==> src/rtl/mdu_divider_if.sv <==
// Handshake/data bundle between the execute stage and the iterative divider.
//   master : execute stage (drives start/op/operands/flush, receives busy/valid/result)
//   slave  : mdu_divider
interface mdu_divider_if #(
  parameter int unsigned XLEN = 32
);
  logic            div_start_i;
  logic [1:0]      div_op_i;
  logic [XLEN-1:0] div_dividend_i;
  logic [XLEN-1:0] div_divisor_i;
  logic            div_flush_i;
  logic            div_busy_o;
  logic            div_valid_o;
  logic [XLEN-1:0] div_result_o;

  modport master (
    output div_start_i, div_op_i, div_dividend_i, div_divisor_i, div_flush_i,
    input  div_busy_o, div_valid_o, div_result_o
  );

  modport slave (
    input  div_start_i, div_op_i, div_dividend_i, div_divisor_i, div_flush_i,
    output div_busy_o, div_valid_o, div_result_o
  );
endinterface

==> src/rtl/mdu_divider.sv <==
// Iterative radix-2 restoring divider for RV32M DIV/DIVU/REM/REMU.
// Ports:
//   clk  : core clock, rising edge
//   rst  : asynchronous active-high reset
//   bus  : mdu_divider_if.slave
//          div_start_i/div_op_i/div_dividend_i/div_divisor_i : request, sampled when not busy
//          div_flush_i : abort any operation in flight
//          div_busy_o  : high while iterating
//          div_valid_o : one-cycle result pulse
//          div_result_o: quotient/remainder, held until the next completion
module mdu_divider #(
  parameter int unsigned XLEN = 32
) (
  input  logic          clk,
  input  logic          rst,
  mdu_divider_if.slave  bus
);

  localparam logic [1:0] StIdle = 2'd0;
  localparam logic [1:0] StCalc = 2'd1;
  localparam logic [1:0] StSign = 2'd2;
  localparam logic [1:0] StFix  = 2'd3;

  localparam int unsigned     CntW    = $clog2(XLEN);
  localparam logic [CntW-1:0] LastCnt = CntW'(XLEN - 1);
  localparam logic [XLEN-1:0] MinInt  = {1'b1, {(XLEN-1){1'b0}}};
  localparam logic [XLEN-1:0] AllOnes = '1;

  logic [1:0]      state_q, state_d;
  logic [CntW-1:0] cnt_q, cnt_d;
  // dvd_q shifts the dividend out and the quotient in; in StFix it holds the special result.
  logic [XLEN-1:0] dvd_q, dvd_d;
  logic [XLEN-1:0] dvs_q, dvs_d;
  logic [XLEN-1:0] rem_q, rem_d;
  logic [XLEN-1:0] result_q, result_d;
  logic            op_rem_q, op_rem_d;
  logic            neg_quot_q, neg_quot_d;
  logic            neg_rem_q, neg_rem_d;

  logic [XLEN:0]   rem_shift, rem_sub;
  logic            rem_ge;
  logic [XLEN-1:0] sign_result, fin_result;
  logic            done, busy, valid, accept;
  logic            is_signed, a_neg, b_neg;
  logic [XLEN-1:0] abs_a, abs_b;

  always_comb begin
    rem_shift = {rem_q, dvd_q[XLEN-1]};
    rem_sub   = rem_shift - {1'b0, dvs_q};
    // 33-bit compare: the shifted remainder can exceed 32 bits when |divisor| >= 2^31.
    rem_ge    = rem_shift >= {1'b0, dvs_q};

    if (op_rem_q) begin
      sign_result = neg_rem_q ? -rem_q : rem_q;
    end else begin
      sign_result = neg_quot_q ? -dvd_q : dvd_q;
    end
    fin_result = (state_q == StFix) ? dvd_q : sign_result;

    done   = (state_q == StSign) || (state_q == StFix);
    busy   = (state_q == StCalc);
    valid  = done && !bus.div_flush_i;
    accept = bus.div_start_i && !bus.div_flush_i && !busy;

    is_signed = !bus.div_op_i[0];
    a_neg     = is_signed && bus.div_dividend_i[XLEN-1];
    b_neg     = is_signed && bus.div_divisor_i[XLEN-1];
    abs_a     = a_neg ? -bus.div_dividend_i : bus.div_dividend_i;
    abs_b     = b_neg ? -bus.div_divisor_i : bus.div_divisor_i;
  end

  always_comb begin
    state_d    = state_q;
    cnt_d      = cnt_q;
    dvd_d      = dvd_q;
    dvs_d      = dvs_q;
    rem_d      = rem_q;
    result_d   = result_q;
    op_rem_d   = op_rem_q;
    neg_quot_d = neg_quot_q;
    neg_rem_d  = neg_rem_q;

    if (bus.div_flush_i) begin
      state_d = StIdle;
    end else if (state_q == StCalc) begin
      rem_d = rem_ge ? rem_sub[XLEN-1:0] : rem_shift[XLEN-1:0];
      dvd_d = {dvd_q[XLEN-2:0], rem_ge};
      cnt_d = cnt_q + CntW'(1);
      if (cnt_q == LastCnt) begin
        state_d = StSign;
      end
    end else begin
      if (done) begin
        result_d = fin_result;
        state_d  = StIdle;
      end
      // Completion cycles also accept, so back-to-back ops need no bubble.
      if (accept) begin
        op_rem_d   = bus.div_op_i[1];
        neg_quot_d = a_neg ^ b_neg;
        neg_rem_d  = a_neg;
        rem_d      = '0;
        cnt_d      = '0;
        dvs_d      = abs_b;
        if (bus.div_divisor_i == '0) begin
          state_d = StFix;
          dvd_d   = bus.div_op_i[1] ? bus.div_dividend_i : AllOnes;
        end else if (is_signed && bus.div_dividend_i == MinInt &&
                     bus.div_divisor_i == AllOnes) begin
          state_d = StFix;
          dvd_d   = bus.div_op_i[1] ? '0 : MinInt;
        end else begin
          state_d = StCalc;
          dvd_d   = abs_a;
        end
      end
    end
  end

  always_ff @(posedge clk or posedge rst) begin
    if (rst) begin
      state_q    <= StIdle;
      cnt_q      <= '0;
      dvd_q      <= '0;
      dvs_q      <= '0;
      rem_q      <= '0;
      result_q   <= '0;
      op_rem_q   <= 1'b0;
      neg_quot_q <= 1'b0;
      neg_rem_q  <= 1'b0;
    end else begin
      state_q    <= state_d;
      cnt_q      <= cnt_d;
      dvd_q      <= dvd_d;
      dvs_q      <= dvs_d;
      rem_q      <= rem_d;
      result_q   <= result_d;
      op_rem_q   <= op_rem_d;
      neg_quot_q <= neg_quot_d;
      neg_rem_q  <= neg_rem_d;
    end
  end

  assign bus.div_busy_o   = busy;
  assign bus.div_valid_o  = valid;
  // The fresh result shows in the valid cycle itself; otherwise the last one is held.
  assign bus.div_result_o = valid ? fin_result : result_q;

endmodule

==> src/flat_wrapper.sv <==
// flat-port wrapper written by rule: the top's interface ports become plain ports
module mdu_divider_flat 
#(
  parameter int unsigned XLEN = 32
)
  (clk, rst, bus_div_start_i, bus_div_op_i, bus_div_dividend_i, bus_div_divisor_i, bus_div_flush_i, bus_div_busy_o, bus_div_valid_o, bus_div_result_o);
  mdu_divider_if #(.XLEN(XLEN)) bus_i ();
  input  logic clk;
  input  logic rst;
  input wire logic [$bits(bus_i.div_start_i)-1:0] bus_div_start_i;
  input wire logic [$bits(bus_i.div_op_i)-1:0] bus_div_op_i;
  input wire logic [$bits(bus_i.div_dividend_i)-1:0] bus_div_dividend_i;
  input wire logic [$bits(bus_i.div_divisor_i)-1:0] bus_div_divisor_i;
  input wire logic [$bits(bus_i.div_flush_i)-1:0] bus_div_flush_i;
  output wire logic [$bits(bus_i.div_busy_o)-1:0] bus_div_busy_o;
  output wire logic [$bits(bus_i.div_valid_o)-1:0] bus_div_valid_o;
  output wire logic [$bits(bus_i.div_result_o)-1:0] bus_div_result_o;
  assign bus_i.div_start_i = bus_div_start_i;
  assign bus_i.div_op_i = bus_div_op_i;
  assign bus_i.div_dividend_i = bus_div_dividend_i;
  assign bus_i.div_divisor_i = bus_div_divisor_i;
  assign bus_i.div_flush_i = bus_div_flush_i;
  assign bus_div_busy_o = bus_i.div_busy_o;
  assign bus_div_valid_o = bus_i.div_valid_o;
  assign bus_div_result_o = bus_i.div_result_o;
  mdu_divider #(.XLEN(XLEN)) u_core (.clk(clk), .rst(rst), .bus(bus_i));
endmodule
==> config.mk <==
export PLATFORM = sky130hd
export DESIGN_NAME = mdu_divider_flat
export DESIGN_NICKNAME = d
export VERILOG_FILES = /design/src/rtl/mdu_divider_if.sv /design/src/rtl/mdu_divider.sv /design/src/flat_wrapper.sv
export SDC_FILE = /design/constraint.sdc
export NUM_CORES = 1
export LEC_CHECK = 0
export CORE_ASPECT_RATIO = 0.6
export CORE_MARGIN = 5
export CORE_UTILIZATION = 38
export CTS_BUF_LIST = sky130_fd_sc_hd__clkbuf_16
export DETAILED_ROUTE_END_ITERATION = 6
export DONT_BUFFER_PORTS = 1
export PLACE_DENSITY = 0.49
export SLEW_MARGIN = 20
export SYNTH_ARGS = -nofsm -noshare
export SYNTH_HDL_FRONTEND = slang
export SYNTH_SLANG_ARGS = --single-unit
==> constraint.sdc <==
create_clock -name clk -period 10.1 [get_ports clk]
set_input_delay 2.02 -clock clk [delete_from_list [all_inputs] [get_ports clk]]
set_output_delay 2.02 -clock clk [all_outputs]
set_load 0.005 [all_outputs]
==> impl_results.md <==
- Run status: completed
- Synth top area share: 30.1%
- Yosys warns: 0
- HPWL Detailed: 31,500 um
- Clk_lat worst skew: 0.45 ns
- Die X: 234 um
- Setup Viol. Count Final: 0
- Setup TNS: 0 ns
- Main synth FF type: dfrtp_1
- Tcrit/Tclk final: 57.1%
- PD cells: 217 nW/um2
- CTS H-tree lvls: 4
- GR Util All Layers: 24.4%
- WP data required: 8.08 ns
- GR Overflow Total: 0
- Worst-Margin Slew: 0.985 ns
- Worst Path Arrival: 3.75 ns
- Post-layout instance count excluding filler cells: 1,856
- RSZ-0062 raised after global routing: no
- Die Y: 145 um
- CTS max path bufs: 2
- Vias/cell: 5.99
- Avg Cell Area, Syn: 7.66 um2
- CTS resizes: 0
- TritonCTS clock tree: yes
- Drt wl/cell: 22.2 um
- Synth Cell Area: 11,500 um2
- Flops & latches, synth: 138
- EDFF count, synth: 0
- Simple-Gate Fraction of Synth Area: 22.6%
- Setup CP Type: input pin to primary output
- Post-synthesis mux area share: 1.74%
- P&R area growth vs syn: 7.40%
- # port buffers: 0
- Largest cells by area after synthesis: dfrtp_1 (30%), o21ai_0 (7.9%), nand2_1 (5.2%)
- Max_cap viols: 0
- Startpoint type of the worst setup path: input pin
- First-pass GRT wire length: 63,100 um
- R2r startpoint: u_core.dvd_q[31]
- CP endpoint kind: primary output
- Ant. Diodes: 0
- CP peak stage delay: 0.75 ns
- Vias: 11,100
- Final Hold Fails: 0
- Top-count cell post-synth: o21ai_0
- VDD IR max: 0.000146 V
- Synth unique cells: 76
- Worst hold endpoint: u_core.result_q[14]
- Post-synth ARST share: 100%
- Hold Crit Class: flop to flop
- Largest net degree at the start of global routing: 87
- Post-route ant nets: 0
- Most common cell on crit path: nand3_1
- GPL Wtd Cong: 0.904
- Hold Buf Count CTS: 0
- Core ar.: 29,900 um2
- CP max FO: 33
- Clock sinks: 138
- Post-CTS setup buffers: 0
- Setup Slack @ Placement: 4.45 ns
- Hold depth: 2
- Compound-gate portion of the synthesized area: 28.3%
- Pleak: 0.00485 uW
- Worst-path clk slew: 0.06 ns
- Total wire length: 41,200 um
- Number of placed instances, taps included: 1,823
- Max frequency: 0.173 GHz
- Synth area leader: dfrtp_1
- Fin nets: 1,546
- Site row count: 49
- # IOs: 104
- RR Endpoint: u_core.rem_q[30]
- Synth Area in Adders: 4.43%
- Worst path buffer plus inverter count: 1
- Critical hold path startpoint: u_core.result_q[14]
- Initial antenna violation count: 0
- Largest family of logic cells by synthesized area: compound AO/OA/AOI/OAI gates
- Gate Count Post-Synth: 1,498
- Mapped Nets: 1,608
- Layout cells sized above 1: 4.97%
- Final min period: 5.77 ns
- Num CTS Buffers: 17
- Pins Over Slew Limit: 0
- Slowest CP cell: clkinv_1
- CP Cell Sequence: nand2b_2 > clkinv_1 > nand3_1 > a21oi_1 > o21ai_0 > nand3_1
- Die area: 33,900 um2
- Worst Slack Setup Final: 4.33 ns
- # DRC: 0
- Internal reg-to-reg setup slack: 6.35 ns
- DRT iter0 DRCs: 1,165
- Sequential fraction of the synthesis area: 30.1%
- Vias in the first global route: 9,859
- Fin Clk Skew: 0.0102 ns
- Initial core utilization: 38.4%
- Root buffer selected by CTS: clkbuf_16
- Commonest cells post-synth: o21ai_0 (182), nand2_1 (158), dfrtp_1 (138)
- Xor and xnor area share after synthesis: 7.10%
- Max-Slew Margin vs Limit: 33.9%
- Initial DRT Pass Iterations: 6
- Worst Reg2Reg Path Length in Cells: 12
- Top delay family on crit path: buffers and inverters
## kinds of logic after synthesis
kind of cell,count (synthesis)
fa+ha+maj,40
flops,138
buf+inv,156
compound gates,528
simple gates,523
xor+xnor,93
mux,20
## routing by layer
metal  share of wire [%]  up-vias  global-route usage (%)
met4                 1.1        0                    4.97
li1                    -     5374                       -
met5                   0        -                       0
met3                  11       29                    7.73
met2                  34      449                    28.0
met1                  54     5267                    41.8
## tightest hold or removal path: cells and delay by family, from the launching register on
kind | cells | cell delay, ns
AND/OR/NAND/NOR | 2 | 0.11
flip-flops | 1 | 0.32
## report_power, final
| part | internal, uW | total (uW) | switching [uW] | leakage, uW |
|---|---|---|---|---|
| clock | 413 | 674 | 262 | 0.000288 |
| combinational | 459 | 1200 | 741 | 0.00278 |
| sequential | 639 | 807 | 168 | 0.00179 |
## sequential cells by signal, summed over array words and instances (netlist names)
name and cells:
u_core.neg_rem_q 1, u_core.op_rem_q 1, u_core.neg_quot_q 1, u_core.rem_q 32
u_core.cnt_q 5, u_core.dvs_q 32, u_core.dvd_q 32, u_core.result_q 32
u_core.state_q 2
## metrics by stage
| step | utilization [%] | hold WS, ns | power (uW) | area [um2] |
|---|---|---|---|---|
| 2_1_floorplan | - | 0.433 | 1640 | 11500 |
| 3_3_place_gp | 39.1 | 0.451 | 1980 | 11700 |
| 3_5_place_dp | 39.1 | 0.451 | 1980 | 11700 |
| 4_1_cts | 41.2 | 0.467 | 2660 | 12300 |
| 5_1_grt | 41.3 | 0.480 | 2860 | 12300 |
| 6_report | 41.3 | 0.463 | 2680 | 12300 |
## placed cells by master (no fill, tap or decap), types with 7 or more instances in the layout
master	n
nand2_1	158
or4_1	16
o41ai_1	8
xnor2_1	60
o31a_1	7
nor4b_1	10
o21ai_0	182
ha_1	39
or2_2	7
nand2b_1	14
nand3_1	36
nor2b_1	10
xor2_1	33
o21a_1	21
inv_1	58
nor2_1	126
nor4_1	15
nor3_1	30
clkbuf_16	17
o21ai_1	25
a32oi_1	20
dfrtp_1	138
a21o_1	16
o22ai_1	15
o211ai_1	13
mux2i_1	20
a31oi_1	24
o31ai_1	22
a211oi_1	15
a21oi_1	112
nand4_1	24
or3_1	36
buf_4	13
## how the worst max path moves through the flow
stage	from	end	slack (ns)	depth (start not counted)
floorplan	rst	u_core.cnt_q[0]	4.38	1
global placement	bus_div_flush_i	bus_div_result_o[25]	4.54	4
detailed placement	bus_div_flush_i	bus_div_result_o[25]	4.45	4
CTS	bus_div_flush_i	bus_div_result_o[25]	4.45	4
global route	bus_div_flush_i	bus_div_result_o[24]	4.11	6
finish	bus_div_flush_i	bus_div_result_o[24]	4.33	6
## final cells by class
class / instances / area (um2)
fill: 3136 / 17500
multi-input combinational: 1204 / 7380
sequential: 138 / 3450
tap: 408 / 510
clock buffer: 17 / 425
inverter: 60 / 230
clock inverter: 14 / 198
timing repair buffer: 15 / 129
No activity file was read; power rests on OpenSTA's default activity.
